## config.mk

```make
export PLATFORM = sky130hd
export DESIGN_NAME = reg_file_sb
export DESIGN_NICKNAME = d
export VERILOG_FILES = /design/src/rtl/reg_file_pkg.sv /design/src/rtl/reg_scoreboard.sv /design/src/rtl/reg_file_sb.sv
export SDC_FILE = /design/constraint.sdc
export NUM_CORES = 1
export LEC_CHECK = 0
export CAP_MARGIN = 20
export CORE_ASPECT_RATIO = 1.2
export CORE_MARGIN = 1.5
export CORE_UTILIZATION = 67
export CTS_CLUSTER_SIZE = 24
export DETAILED_ROUTE_END_ITERATION = 8
export PLACE_DENSITY = 0.86
export REMOVE_ABC_BUFFERS = 1
export SETUP_SLACK_MARGIN = 0.15
export SYNTH_ARGS = -nofsm -noshare
export SYNTH_HDL_FRONTEND = slang
export SYNTH_SLANG_ARGS = --single-unit
```

## constraint.sdc

```tcl
create_clock -name clk -period 6.55 [get_ports clk]
set_input_delay 0.655 -clock clk [delete_from_list [all_inputs] [get_ports clk]]
set_output_delay 0.655 -clock clk [all_outputs]
set_load 0.02 [all_outputs]
```

## src/rtl/reg_file_pkg.sv

```systemverilog
`default_nettype none
// +---------------------------------------------------------------------------+
// | reg_file_pkg : shared defaults, types and address helpers for reg_file_sb |
// | Optional feature macro: REG_FILE_BYPASS_EN    Revision: 1.0               |
// +---------------------------------------------------------------------------+
package reg_file_pkg;

  localparam int RF_M  = 32;
  localparam int RF_N  = 8;
  localparam int RF_NR = 2;
  localparam int RF_A  = $clog2(RF_M);

  typedef logic [RF_A-1:0] reg_addr_t;
  typedef logic [RF_N-1:0] reg_data_t;

  function automatic logic is_zero_reg(input logic [31:0] addr);
    return addr == 32'd0;
  endfunction

  // Real register: not the virtual r0 and inside a non-power-of-2 file.
  function automatic logic reg_addr_ok(input logic [31:0] addr, input int unsigned m);
    return !is_zero_reg(addr) && (addr < m);
  endfunction

endpackage
`default_nettype wire

```

## src/rtl/reg_scoreboard.sv

```systemverilog
`default_nettype none
// +---------------------------------------------------------------------------+
// | reg_scoreboard : per-register outstanding-load busy bits and hazard flag  |
// | Optional feature macro: REG_FILE_BYPASS_EN (used by top)  Revision: 1.0   |
// +---------------------------------------------------------------------------+
module reg_scoreboard
  import reg_file_pkg::*;
#(
  parameter int M  = RF_M,
  parameter int NR = RF_NR,
  parameter int A  = $clog2(M)
) (
  input  logic                  clk,
  input  logic                  n_reset,
  input  logic [NR-1:0][A-1:0]  i_rd_addr,
  input  logic                  i_wa_en,
  input  logic [A-1:0]          i_wa_addr,
  input  logic                  i_ld_issue,
  input  logic [A-1:0]          i_ld_addr,
  input  logic                  i_lw_xfer,
  input  logic [A-1:0]          i_lw_addr,
  output logic [NR-1:0]         o_rd_busy,
  output logic                  o_hazard_err
);

  logic [M-1:0] r_busy;
  logic [M-1:0] w_busy_nxt;
  logic         r_hazard_err;
  logic         w_wa_ok;
  logic         w_ld_ok;
  logic         w_lw_ok;
  logic         w_hazard;

  assign w_wa_ok = i_wa_en    && reg_addr_ok(32'(i_wa_addr), M);
  assign w_ld_ok = i_ld_issue && reg_addr_ok(32'(i_ld_addr), M);
  assign w_lw_ok = i_lw_xfer  && reg_addr_ok(32'(i_lw_addr), M);

  // Clear first, set last: a newer issue to the same register stays outstanding.
  always_comb begin
    w_busy_nxt = r_busy;
    if (w_lw_ok) w_busy_nxt[i_lw_addr] = 1'b0;
    if (w_ld_ok) w_busy_nxt[i_ld_addr] = 1'b1;
  end

  assign w_hazard = (w_wa_ok &&  r_busy[i_wa_addr])
                 || (w_lw_ok && !r_busy[i_lw_addr])
                 || (w_ld_ok &&  r_busy[i_ld_addr]);

  always_ff @(posedge clk or negedge n_reset) begin
    if (!n_reset) begin
      r_busy       <= '0;
      r_hazard_err <= 1'b0;
    end else begin
      r_busy <= w_busy_nxt;
      if (w_hazard) r_hazard_err <= 1'b1;
    end
  end

  for (genvar g = 0; g < NR; g++) begin : g_rd_busy
    assign o_rd_busy[g] = reg_addr_ok(32'(i_rd_addr[g]), M) && r_busy[i_rd_addr[g]];
  end

  assign o_hazard_err = r_hazard_err;

endmodule
`default_nettype wire

```

## src/rtl/reg_file_sb.sv

```systemverilog
`default_nettype none
// +---------------------------------------------------------------------------+
// | reg_file_sb : multi-port register file with handshaked load write-back    |
// | Optional feature macro: REG_FILE_BYPASS_EN (write-to-read forwarding)     |
// | Revision: 1.0                                                             |
// +---------------------------------------------------------------------------+
module reg_file_sb
  import reg_file_pkg::*;
#(
  parameter  int M  = RF_M,
  parameter  int N  = RF_N,
  parameter  int NR = RF_NR,
  localparam int A  = $clog2(M)
) (
  input  logic                  clk,
  input  logic                  n_reset,
  input  logic [NR-1:0][A-1:0]  rd_addr,
  output logic [NR-1:0][N-1:0]  rd_data,
  output logic [NR-1:0]         rd_busy,
  input  logic                  wa_en,
  input  logic [A-1:0]          wa_addr,
  input  logic [N-1:0]          wa_data,
  input  logic                  ld_issue,
  input  logic [A-1:0]          ld_addr,
  input  logic                  lw_valid,
  output logic                  lw_ready,
  input  logic [A-1:0]          lw_addr,
  input  logic [N-1:0]          lw_data,
  output logic                  hazard_err
);

  logic [N-1:0]  r_regs [M];
  logic          w_wa_we;
  logic          w_lw_xfer;
  logic          w_lw_we;
  logic [NR-1:0] w_sb_busy;

  // The ALU port always wins; a blocked write-back simply waits upstream.
  assign lw_ready  = !(wa_en && !is_zero_reg(32'(wa_addr)));
  assign w_wa_we   = wa_en && reg_addr_ok(32'(wa_addr), M);
  assign w_lw_xfer = lw_valid && lw_ready;
  assign w_lw_we   = w_lw_xfer && reg_addr_ok(32'(lw_addr), M);

  always_ff @(posedge clk or negedge n_reset) begin
    if (!n_reset) begin
      for (int i = 0; i < M; i++) r_regs[i] <= '0;
    end else begin
      if (w_wa_we) r_regs[wa_addr] <= wa_data;
      if (w_lw_we) r_regs[lw_addr] <= lw_data;
    end
  end

  reg_scoreboard #(
    .M  (M),
    .NR (NR),
    .A  (A)
  ) u_scoreboard (
    .clk          (clk),
    .n_reset      (n_reset),
    .i_rd_addr    (rd_addr),
    .i_wa_en      (wa_en),
    .i_wa_addr    (wa_addr),
    .i_ld_issue   (ld_issue),
    .i_ld_addr    (ld_addr),
    .i_lw_xfer    (w_lw_xfer),
    .i_lw_addr    (lw_addr),
    .o_rd_busy    (w_sb_busy),
    .o_hazard_err (hazard_err)
  );

  for (genvar g = 0; g < NR; g++) begin : g_rd_port
    logic [N-1:0] w_data;
    logic         w_busy;

    always_comb begin
      w_data = reg_addr_ok(32'(rd_addr[g]), M) ? r_regs[rd_addr[g]] : '0;
      w_busy = w_sb_busy[g];
`ifdef REG_FILE_BYPASS_EN
      if (w_wa_we && (wa_addr == rd_addr[g])) begin
        w_data = wa_data;
      end else if (w_lw_we && (lw_addr == rd_addr[g])) begin
        w_data = lw_data;
        if (!(ld_issue && (ld_addr == lw_addr))) w_busy = 1'b0;
      end
`endif
    end

    assign rd_data[g] = w_data;
    assign rd_busy[g] = w_busy;
  end

endmodule
`default_nettype wire

```

==> Word level (Yosys, flattened, before mapping) <==
Index checks and enable logic that the tools add are counted.
{ "totals": {"elab_cells": 113, "regBits": 289} }
{ "op_classes": {"bitwise": 7, "mux": 32, "n_reduce_logical": 27, "order_cmp": 13} }
{ "ops": {"columns": ["operator", "n"], "rows": [
  ["$bwmux 256", 2],
  ["$mux 256", 2],
  ["$bmux 8 s5", 2],
  ["$demux 8 s5", 2],
  ["$mux 32", 2],
  ["$mux 8", 8],
  ["$and 32x32->32", 1],
  ["$not 32->32", 1],
  ["$or 32x32->32", 1],
  ["$lt 5x6->1 const B", 5],
  ["$bmux 1 s5", 5],
  ["$logic_not 5->1", 5],
  ["$ge 6x6->1 const B", 4],
  ["$not 5->6", 4],
  ["$logic_and 1x1->1", 13],
  ["$lt 6x1->1 const B", 2],
  ["$demux 1 s5", 2],
  ["$ge 5x1->1 const B", 2],
  ["$logic_not 1->1", 7],
  ["$mux 1", 7],
  ["$logic_or 1x1->1", 2]
]} }

==> Longest topological paths before layout <==
{ "logic_depth": {"depth_word": 9, "mapped_depth": 8, "depth_no_buf": 5} }

==> Modules after synthesis <==
From an unflattened synthesis, not the netlist that was laid out.
{ "hier_totals": {"hier_cells": 1508, "hier_area_um2": 20357.0} }
{ "modules_own_cells": {"columns": ["module", "cells_per_inst", "instances", "seq_area_each_um2", "area_each_um2"], "rows": [
  ["reg_file_sb", 1271, 1, 6406.1, 17650.7],
  ["reg_scoreboard", 237, 1, 825.8, 2706.3]
]} }

==> Least setup slack after synthesis <==
OpenSTA, ideal clock, no wires.
{ "synth_timing": {"kind": "input port to output port", "start": "input port rd_addr[6] in the netlist's numbering", "end": "output port rd_data[10] in the netlist's numbering", "path_stages": 7, "arrival_ns": 2.498, "slack_ns": 3.397, "required_ns": 5.895, "path_cell_list": "buf_2 > buf_2 > buf_1 > mux4_2 > mux4_2 > mux2i_1 > nor2_1"} }
{ "synth_rtl": {"columns": ["item", "line_no", "rtl"], "rows": [
  ["start, declared", "reg_file_sb.sv:17", "input logic [NR-1:0][A-1:0] rd_addr,"],
  ["end, declared", "reg_file_sb.sv:18", "output logic [NR-1:0][N-1:0] rd_data,"]
]} }

==> results.md <==
- Vias in the first global route: 15700
- Pin count of the biggest net entering global routing: 161
- Die outline area: 0.0291 sq mm
- Share of the cycle needed by the critical path after routing: 70.6%
- Setup repair after global routing missed its margin: no
- Relative contribution of combinational cells to total power: 29.8%
- Final layout net count: 1675
- Data arrival time at the worst-slack endpoint: 3.97 ns
- Transition at the pin with the smallest max-transition slack: 1.08 ns
- Post-synthesis mux area share: 38.4%
- Met1 track utilization from global routing: 54.9%
- Count of fill cells added during filler insertion: 1814
- Final setup skew: 0.00863 ns
- Quantity of I/O buffers inserted on ports: 65
- Num rows: 67
- Routing layer with the top usage in global route: met2
- Category of the worst setup path launch point: input port
- Final Hold Fails: 0
- Y dimension of the die: 187 um
- First-pass GRT wire length: 93.2 mm
- Synth Area in Simple Gates: 10.6%
- CP Cell Sequence: buf_4 -> buf_4 -> mux4_2 -> mux4_2 -> mux2i_1 -> nor2_1 -> clkdlybuf4s50_1
- Final estimated routing congestion in global placement: 0.989
- Power spent charging and discharging nets: 2090 uW
- Depth of the CTS H-tree: 1
- Required arrival time at the worst endpoint: 5.89 ns
- Maximum resistive drop on vdd: 0.168 mV
- Clock tree root driver cell: sky130_fd_sc_hd__clkbuf_16
- CTS Hold Buffers Added: 0
- Pwr/cell area: 307 mW/mm^2
- LEAKAGE: 0.00872 uW
- Met3 track demand over resource in global routing: 13.2%
- Mean instance size in the synthesized netlist: 11.3 sq um
- Bufs on Longest Clock Path: 3
- Number of enable-type register cells in the synthesized netlist: 0
- Number of cells produced by synthesis: 1670
- Clock latency on the worst-skew pair: 0.56 ns
- Total via count after detailed routing: 15500
- Total count of max-transition violations in the final report: 0
- Adder-cell share of the synthesized area: 0%
- Maximum clock frequency: 216 MHz
- Final ANT Viol Nets: 0
- XOR/XNOR share of the synthesized area: 0%
- Starting utilization of the core area: 67.7%
- Clock network fraction of total power: 26.3%
- Min-Delay Path Class: in -> async
- Peak fanout along the critical path: 43
- Internal: 4180 uW
- Netlist cell types: 54
- Synth Cell Area: 0.0188 sq mm
- Clock tree from TritonCTS: built
- Number of synthesized register bits: 289
- Final period demand of the worst path: 4.63 ns
- Run status: finished clean
- Post-synthesis sequential area ratio: 38.4%
- Syn-to-layout area delta: 8.42%
- Clock slew at reported path FFs: 0.06 ns
- HPWL Detailed: 38.8 mm
- First-iteration detailed-routing DRC count: 2331
- Count of warnings emitted by yosys: 0
- Total I/O pin count: 66
- Final design area excluding fillers: 0.0204 sq mm
- Drt first pass iters: 7
- Total DRC errors in the routed layout: 0
- Placed Area: 0.0195 sq mm
- Largest family of logic cells by synthesized area: multiplexers
- Fraction of power spent switching nets: 33.4%
- Nature of the critical path endpoint: output pin
- Wire length per cell: 29.9 um
- Total CTS buffers: 31
- Slowest Stage Delay on Critical Path: 0.63 ns
- Cts repair resizes: 0
- Global route overflow: 0
- CTS Sinks: 289
- Compound-Gate Fraction of Synth Area: 8.61%
- Met2 GRT Util: 64.1%
- Post-CTS setup repair buffer count: 0
- Async set-or-reset flop fraction in the synthesized netlist: 100%
- Final setup violation count: 0
- Initial antenna violation count: 1
- Post-route setup TNS: 0 ns
- Placeable core region: 0.0278 sq mm
- Library cell contributing the largest single delay on the critical path: sky130_fd_sc_hd__buf_4
- Worst slew margin relative to its limit: 27.8%
- Post-DR vias/cell: 7.65
- Count of max-cap constraint violations: 0
- Critical path class: in -> out
- Part of the power in registers: 43.9%
- Primary flip-flop cell chosen by synthesis mapping: sky130_fd_sc_hd__dfrtp_1
- Die width: 156 um
- Overall routed net length: 60.5 mm
- Share of cells above drive strength 1: 19.5%
- Total Routing Usage GR: 42.9%
==> registers in the layout (all words and copies together) (netlist names) <==
register,cells
u_scoreboard.o_hazard_err,1
u_scoreboard.r_busy,32
r_regs,256
==> synth_stat cells (all sizes together), types with 3 or more instances <==
master | count | area share [%]
o22ai | 10 | 0.37
mux2 | 3 | 0.18
or3b | 5 | 0.23
nand3 | 18 | 0.72
nand3b | 6 | 0.26
nor3 | 5 | 0.16
clkbuf | 106 | 2.1
a22o | 6 | 0.28
buf | 64 | 1.7
nand4 | 16 | 0.76
a21oi | 185 | 4.9
a32o | 3 | 0.16
nor2 | 225 | 4.7
and4b | 8 | 0.43
and3 | 4 | 0.13
nor3b | 8 | 0.32
inv | 10 | 0.20
and3b | 3 | 0.14
o21ai | 83 | 2.2
mux2i | 279 | 15
nand2 | 104 | 2.1
dfrtp | 289 | 38
mux4 | 196 | 23
nor2b | 8 | 0.27
==> per-layer routing <==
layer  vias up  share of wire, %
li1       6151                 -
met2      1439                46
met4         2               7.9
met3       376                14
met1      7548                33
met5         -             0.025
==> area by class of cell <==
cell class	instances	area, sq um	share of cell area (%)
Timing Repair Buffer	96	905	4.43
Clock inverter	8	43.8	0.214
Multi-Input combinational cell	1201	10900	53.1
Clock buffer	44	875	4.28
Tap cell	379	474	2.32
Antenna cell	1	2.50	0.0123
Sequential cell	289	7230	35.4
Inverter	10	37.5	0.184
==> worst max-delay path, delay by kind of cell <==
kind | cells | cell delay, ns
mux | 3 | 1.47
buf+inv | 3 | 1.73
simple gates | 1 | 0.08
==> placed cells by master, fill, tap and decap left out, types with 5 or more instances in the layout <==
| master | instances |
|---|---|
| sky130_fd_sc_hd__dfrtp_1 | 289 |
| sky130_fd_sc_hd__mux2i_1 | 279 |
| sky130_fd_sc_hd__nor2_1 | 212 |
| sky130_fd_sc_hd__mux4_2 | 196 |
| sky130_fd_sc_hd__a21oi_1 | 185 |
| sky130_fd_sc_hd__nand2_1 | 104 |
| sky130_fd_sc_hd__o21ai_0 | 82 |
| sky130_fd_sc_hd__clkdlybuf4s50_1 | 58 |
| sky130_fd_sc_hd__buf_4 | 32 |
| sky130_fd_sc_hd__clkbuf_16 | 31 |
| sky130_fd_sc_hd__nor2_2 | 13 |
| sky130_fd_sc_hd__inv_1 | 10 |
| sky130_fd_sc_hd__nand3_1 | 9 |
| sky130_fd_sc_hd__o22ai_1 | 9 |
| sky130_fd_sc_hd__nand4_1 | 9 |
| sky130_fd_sc_hd__nand3_2 | 9 |
| sky130_fd_sc_hd__and4b_1 | 8 |
| sky130_fd_sc_hd__nor2b_1 | 8 |
| sky130_fd_sc_hd__nor3b_1 | 8 |
| sky130_fd_sc_hd__clkbuf_1 | 8 |
| sky130_fd_sc_hd__nand4_2 | 7 |
| sky130_fd_sc_hd__clkinv_2 | 7 |
| sky130_fd_sc_hd__a22o_1 | 6 |
| sky130_fd_sc_hd__or3b_2 | 5 |
| sky130_fd_sc_hd__nand3b_1 | 5 |
| sky130_fd_sc_hd__clkbuf_8 | 5 |
==> per-stage QoR <==
step           hold WS (ns)  util (%)  std cells  setup slack [ns]  total power [uW]
2_1_floorplan         0.359         -       1500              3.78              3740
3_3_place_gp          0.380      69.9       1972              1.98              4410
3_5_place_dp          0.384      69.9       1973              1.97              4530
4_1_cts               0.266      73.2       2025              1.96              6160
5_1_grt               0.279      73.4       2027              1.77              6450
6_report              0.142      73.4       2028              1.92              6270
==> kinds of logic (layout without fill, tap and decap cells) <==
family,count (synthesis),after routing
AO/OA/AOI/OAI,301,301
other,0,1
buffers and inverters,180,158
flip-flops,289,289
AND/OR/NAND/NOR,422,422
multiplexers,478,478
==> power by group through the flow <==
| stage | Combinational (uW) | Sequential, uW | Clock (uW) |
|---|---|---|---|
| after floorplan | 1220 | 2520 | 0 |
| after global placement | 1720 | 2690 | 0 |
| after detailed placement | 1800 | 2730 | 0 |
| after CTS | 1810 | 2710 | 1640 |
| after global routing | 1970 | 2770 | 1710 |
| final | 1870 | 2750 | 1650 |
==> path summary, 6_finish.rpt <==
kind | end | slack [ns] | depth (start not counted) | startpoint
max reg2reg | u_scoreboard.o_hazard_err | 4.57 | 5 | u_scoreboard.r_busy[23]
max | rd_data[9] | 1.92 | 7 | rd_addr[5]
max in group asynchronous | r_regs[104] | 4.96 | 2 | n_reset
min in group clk | r_regs[250] | 0.40 | 0 | r_regs[250]
min reg2reg | r_regs[250] | 0.40 | 0 | r_regs[250]
min | r_regs[82] | 0.14 | 1 | n_reset
Power figures use the tool's default switching activity.
